**config.mk**
```make
export PLATFORM = sky130hd
export DESIGN_NAME = conv2_sched
export DESIGN_NICKNAME = d
export VERILOG_FILES = /design/src/rtl/conv2_sched.sv
export SDC_FILE = /design/constraint.sdc
export NUM_CORES = 1
export LEC_CHECK = 0
export ABC_AREA = 1
export BUFFER_PORTS_ARGS = -buffer_cell sky130_fd_sc_hd__buf_2
export CORE_ASPECT_RATIO = 1.1
export CORE_MARGIN = 1.5
export CORE_UTILIZATION = 30
export CTS_BUF_LIST = sky130_fd_sc_hd__clkbuf_2 sky130_fd_sc_hd__clkbuf_4 sky130_fd_sc_hd__clkbuf_8
export DETAILED_ROUTE_END_ITERATION = 8
export RECOVER_POWER = 25
export SYNTH_ARGS = -nofsm -noshare
export SYNTH_HDL_FRONTEND = slang
export SYNTH_SLANG_ARGS = --single-unit
```
**constraint.sdc**
```tcl
create_clock -name clk -period 3.4 [get_ports clk]
set_input_delay 0.68 -clock clk [delete_from_list [all_inputs] [get_ports clk]]
set_output_delay 0.68 -clock clk [all_outputs]
set_load 0.01 [all_outputs]
```
**src/rtl/conv2_sched.sv**
```systemverilog
// Round-robin scheduler for the time-multiplexed conv2 filter banks.
// Windows are issued to banks in order; results are retired strictly in issue order.
module conv2_sched #(
  parameter int NUM_BANKS = 9,
  parameter int BANK_LAT  = 8,
  parameter int OUT_W     = 11,
  parameter int OUT_H     = 11
) (
  input  logic                 clk,
  input  logic                 rst_n,
  input  logic                 start,
  input  logic                 win_valid,
  output logic                 win_ready,
  output logic [NUM_BANKS-1:0] bank_load,
  output logic [3:0]           bank_sel,
  output logic                 res_valid,
  output logic [3:0]           res_sel,
  output logic [3:0]           out_x,
  output logic [3:0]           out_y,
  output logic                 busy,
  output logic                 frame_done
);

  localparam logic [7:0] TOTAL     = 8'(OUT_W * OUT_H);
  localparam logic [3:0] LAT       = 4'(BANK_LAT);
  localparam logic [3:0] LAST_BANK = 4'(NUM_BANKS - 1);
  localparam logic [3:0] LAST_X    = 4'(OUT_W - 1);

  typedef enum logic [1:0] {IDLE, RUN, DRAIN, DONE} state_e;

  state_e               state_q, state_d;
  logic [NUM_BANKS-1:0] bank_busy_q, bank_busy_d;
  logic [3:0]           timer_q [NUM_BANKS];
  logic [3:0]           timer_d [NUM_BANKS];
  logic [3:0]           wr_ptr_q, wr_ptr_d;
  logic [3:0]           rd_ptr_q, rd_ptr_d;
  logic [7:0]           issued_q, issued_d;
  logic [7:0]           retired_q, retired_d;
  logic [NUM_BANKS-1:0] bank_load_q, bank_load_d;
  logic [3:0]           bank_sel_q, bank_sel_d;
  logic [3:0]           out_x_q, out_x_d;
  logic [3:0]           out_y_q, out_y_d;
  logic                 issue, retire;

  // A bank freed this cycle is still seen busy here, so there is no same-cycle reuse.
  assign win_ready  = (state_q == RUN) && !bank_busy_q[wr_ptr_q] && (issued_q < TOTAL);
  assign issue      = win_valid && win_ready;
  assign res_valid  = bank_busy_q[rd_ptr_q] && (timer_q[rd_ptr_q] == 4'd0);
  assign retire     = res_valid;
  assign res_sel    = rd_ptr_q;
  assign bank_load  = bank_load_q;
  assign bank_sel   = bank_sel_q;
  assign out_x      = out_x_q;
  assign out_y      = out_y_q;
  assign busy       = (state_q != IDLE);
  assign frame_done = (state_q == DONE);

  always_comb begin
    state_d = state_q;
    case (state_q)
      IDLE:    if (start) state_d = RUN;
      RUN:     if (issued_q == TOTAL) state_d = DRAIN;
      DRAIN:   if (retired_q == TOTAL) state_d = DONE;
      DONE:    state_d = IDLE;
      default: state_d = IDLE;
    endcase
  end

  always_comb begin
    bank_busy_d = bank_busy_q;
    wr_ptr_d    = wr_ptr_q;
    rd_ptr_d    = rd_ptr_q;
    issued_d    = issued_q;
    retired_d   = retired_q;
    out_x_d     = out_x_q;
    out_y_d     = out_y_q;
    bank_load_d = '0;
    bank_sel_d  = '0;
    for (int i = 0; i < NUM_BANKS; i++) begin
      timer_d[i] = (timer_q[i] != 4'd0) ? timer_q[i] - 4'd1 : 4'd0;
    end

    if (state_q == IDLE && start) begin
      issued_d  = '0;
      retired_d = '0;
      out_x_d   = '0;
      out_y_d   = '0;
    end

    if (issue) begin
      bank_busy_d[wr_ptr_q] = 1'b1;
      timer_d[wr_ptr_q]     = LAT;
      wr_ptr_d              = (wr_ptr_q == LAST_BANK) ? 4'd0 : wr_ptr_q + 4'd1;
      issued_d              = issued_q + 8'd1;
      bank_load_d[wr_ptr_q] = 1'b1;
      bank_sel_d            = wr_ptr_q;
    end

    // Issue and retire always touch different banks: one needs busy clear, the other set.
    if (retire) begin
      bank_busy_d[rd_ptr_q] = 1'b0;
      rd_ptr_d              = (rd_ptr_q == LAST_BANK) ? 4'd0 : rd_ptr_q + 4'd1;
      retired_d             = retired_q + 8'd1;
      if (out_x_q == LAST_X) begin
        out_x_d = 4'd0;
        out_y_d = out_y_q + 4'd1;
      end else begin
        out_x_d = out_x_q + 4'd1;
      end
    end
  end

  always_ff @(posedge clk or negedge rst_n) begin
    if (!rst_n) begin
      state_q     <= IDLE;
      bank_busy_q <= '0;
      wr_ptr_q    <= '0;
      rd_ptr_q    <= '0;
      issued_q    <= '0;
      retired_q   <= '0;
      bank_load_q <= '0;
      bank_sel_q  <= '0;
      out_x_q     <= '0;
      out_y_q     <= '0;
      for (int i = 0; i < NUM_BANKS; i++) timer_q[i] <= '0;
    end else begin
      state_q     <= state_d;
      bank_busy_q <= bank_busy_d;
      wr_ptr_q    <= wr_ptr_d;
      rd_ptr_q    <= rd_ptr_d;
      issued_q    <= issued_d;
      retired_q   <= retired_d;
      bank_load_q <= bank_load_d;
      bank_sel_q  <= bank_sel_d;
      out_x_q     <= out_x_d;
      out_y_q     <= out_y_d;
      for (int i = 0; i < NUM_BANKS; i++) timer_q[i] <= timer_d[i];
    end
  end

endmodule
```
==> results.py <==
metrics = {
    "worst_setup_path": {
        "cpMostUsedCell": "nand2_1",
        "path_class": "reg2out",
        "endpoint_kind": "primary output",
        "max_stage_delay_ns": 0.72,
        "cp_max_fo": 14,
        "crit_chain": "inv_1, nand2_1, nand3_1, nand2_1, nand4_1, nand2_2, buf_2",
        "worst_r2r_path_depth": 10,
        "critical_path.startpoint": "res_sel[0]",
        "reg2reg_setup_slack_ns": 0.81,
        "worstReg2RegEnd": "retired_q[7]",
        "start_kind": "flip-flop",
        "worstPathArrival_ns": 2.28,
        "r2r_start": "res_sel[0]",
        "required_ns": 2.72,
        "slowest_stage": "dfrtp_1",
    },
    "grt": {
        "grt_max_degree": 55,
        "grt_util_met2_pct": 20.1,
        "use_met1_pct": 17.8,
        "grt_pass1_wl_um": 17000,
        "busiest_layer": "met2",
        "use_met3_pct": 2.69,
        "antenna_found_initial": 0,
        "grtUsageTotal_pct": 13.1,
        "grt.overflow.total": 0,
        "first_global_vias": 3488,
    },
    "clock_network": {
        "insertion_delay_ns": 0.38,
        "cts_tree": "yes",
        "hold_buffers": 0,
        "cts_resized": 0,
        "clkTransAtPathRegs_ns": 0.09,
        "cts_buffer_depth": 2,
        "post-cts-setup-buffers": 0,
        "cts.sinks": 92,
        "cts_buffers": 9,
        "cts_root_buffer": "clkbuf_8",
        "htree_levels": 3,
    },
    "routing": {
        "drt_iter0_markers": 159,
        "dr.pass1.iters": 5,
        "vias": 3757,
        "drc": 0,
        "post_drt_wl_per_cell_um": 11.8,
        "wirelength_um": 9920,
        "via_per_inst": 4.46,
        "ant_nets": 0,
    },
    "hold_path": {
        "holdPathEnd": "timer_q[32]",
        "hold_path_depth": 1,
        "hold_path.class": "reg2reg",
        "hold_start": "timer_q[32]",
    },
    "synth": {
        "syn_area_mm2": 0.00478,
        "synth_seq_area_share_pct": 48.2,
        "synthArstFlopShare_pct": 100,
        "ys.flop_type": "dfrtp_1",
        "synth_edf_count": 0,
        "ys_warn_count": 0,
        "syn_inst": 604,
        "synth_fp_nets": 629,
        "syn_area_per_cell_um2": 7.91,
        "synth.distinct_cells": 31,
        "synth_seq_cells": 92,
    },
    "floorplan": {
        "start_util_pct": 30.6,
        "die_width_um": 123,
        "top_level_ports": 33,
        "rows": 48,
        "die_y_um": 135,
        "dieArea_mm2": 0.0167,
        "coreArea_mm2": 0.0156,
    },
    "run_status": {
        "violations": "capacitance limit, slew limit",
        "status": "finished, violations left",
    },
    "place": {
        "portBuffers": 32,
        "pre_cts_slack_ns": 0.817,
        "gp_congestion": 0.895,
        "placed_cells": 828,
        "hpwlAfterDp_um": 7160,
    },
    "final_layout": {
        "drive_gt1_share_pct": 10.6,
        "final_cells": 842,
        "fillers": 1677,
        "syn_to_final_growth_pct": 11.7,
        "antenna_cells": 0,
        "final_net_count": 664,
    },
    "sta": {
        "worst_pin_slew_ns": 2.22,
        "fin_setup_tns_ns": 0,
        "maxSlewHeadroom_pct": -48.1,
        "maxSlewViolCount": 39,
        "setup_viol": 0,
        "post-route-min-period_ns": 2.96,
        "hold_slack_ns": 0.464,
        "fmax_ghz": 0.337,
        "hold_violations": 0,
        "skew_ns": 0.0126,
        "finalCritPeriodShare_pct": 87.2,
        "fin_ws_ns": 0.436,
        "rsz0062_at_grt": "false",
    },
    "power_and_ir_drop": {
        "irDropWorstVdd_v": 0.000131,
        "p_per_area_mw_per_mm2": 352,
        "power.leakage_nw": 2.94,
    },
    "job": {
        "cap_violations": 1,
    },
}
## power breakdown
part / switching, mW / internal [mW] / total, mW
sequential: 0 / 1.09 / 1.09
combinational: 0.0239 / 0.00361 / 0.0276
clock: 0.377 / 0.379 / 0.756
total: 0.401 / 1.48 / 1.88
## state kept, by name (all words and copies together), names as in the netlist
signal	cells
state_q	2
out_y	4
bank_sel	4
bank_busy_q	9
out_x	4
timer_q	36
issued_q	8
retired_q	8
wr_ptr_q	4
res_sel	4
bank_load	9
## Yosys cell counts (4+ instances only)
master	instances	area [um2]
nor2_2	7	43.8
nand3_1	50	250
nand2_1	154	578
dfrtp_1	92	2300
inv_1	81	304
a21oi_1	15	75.1
or2_2	5	31.3
xnor2_1	6	52.6
buf_2	5	25.0
buf_6	4	45.0
o21ai_0	30	150
ha_1	21	263
nand4_1	11	68.8
xor2_1	10	87.6
nor2_1	80	300
o21ai_1	4	20.0
nor3_1	12	60.1
## critical path, delay by kind of cell (launching register included)
family	cells	cell delay (ns)
DFF	1	0.72
and+or+nand+nor	5	0.63
buffers and inverters	2	0.54
## metal layers
layer / wire, um / up-vias / part of all wire (%)
li1: - / 1955 / -
met1: 4930 / 1740 / 50
met2: 4430 / 47 / 45
met3: 340 / 15 / 3.4
met4: 214 / 0 / 2.2
met5: 0 / - / 0
## layout by cell type, fill, tap and decap left out, types with 3 or more instances in the layout
cell / count
inv_1: 81
o21ai_1: 4
ha_1: 21
dfrtp_1: 92
nand3_1: 50
buf_4: 3
or2_2: 5
nor3_1: 12
buf_2: 31
nand4_1: 11
nor2_1: 80
nand2_1: 154
nor2_2: 7
a21oi_1: 15
xnor2_1: 6
xor2_1: 10
o21ai_0: 30
clkbuf_8: 11
## worst max-delay path by stage
stage,end,slack [ns],cells past startpoint
finish,res_valid,0.44,7
global route,res_valid,0.26,7
CTS,res_valid,0.37,7
detailed placement,retired_q[1],0.82,10
global placement,retired_q[1],0.84,10
floorplan,res_valid,1.36,10
## stage by stage
step | instance area, um2 | power (mW) | utilization [%]
finish | 5340 | 1.88 | 34.2
global route | 5340 | 1.95 | 34.2
CTS | 5340 | 1.91 | 34.2
detailed placement | 5140 | 1.15 | 32.9
global placement | 5140 | 1.14 | 32.9
floorplan | 4780 | 1.12 | -
## cells by family after synthesis
family / synth area share [%]
xor+xnor: 2.93
buf+inv: 8.41
simple gates: 29.3
fa+ha+maj: 5.50
flops: 48.2
compound gates: 5.61
## final cells by class
cell class | count | area (um2) | share of cell area (%)
flip-flops and latches | 92 | 2300 | 43.2
well taps | 200 | 250 | 4.69
inverters | 84 | 315 | 5.91
multi-input cells | 416 | 2070 | 38.8
clock buffers | 12 | 159 | 2.98
repair buffers | 36 | 201 | 3.78
clock inverters | 2 | 35.0 | 0.657
No activity file was read; power rests on OpenSTA's default activity.
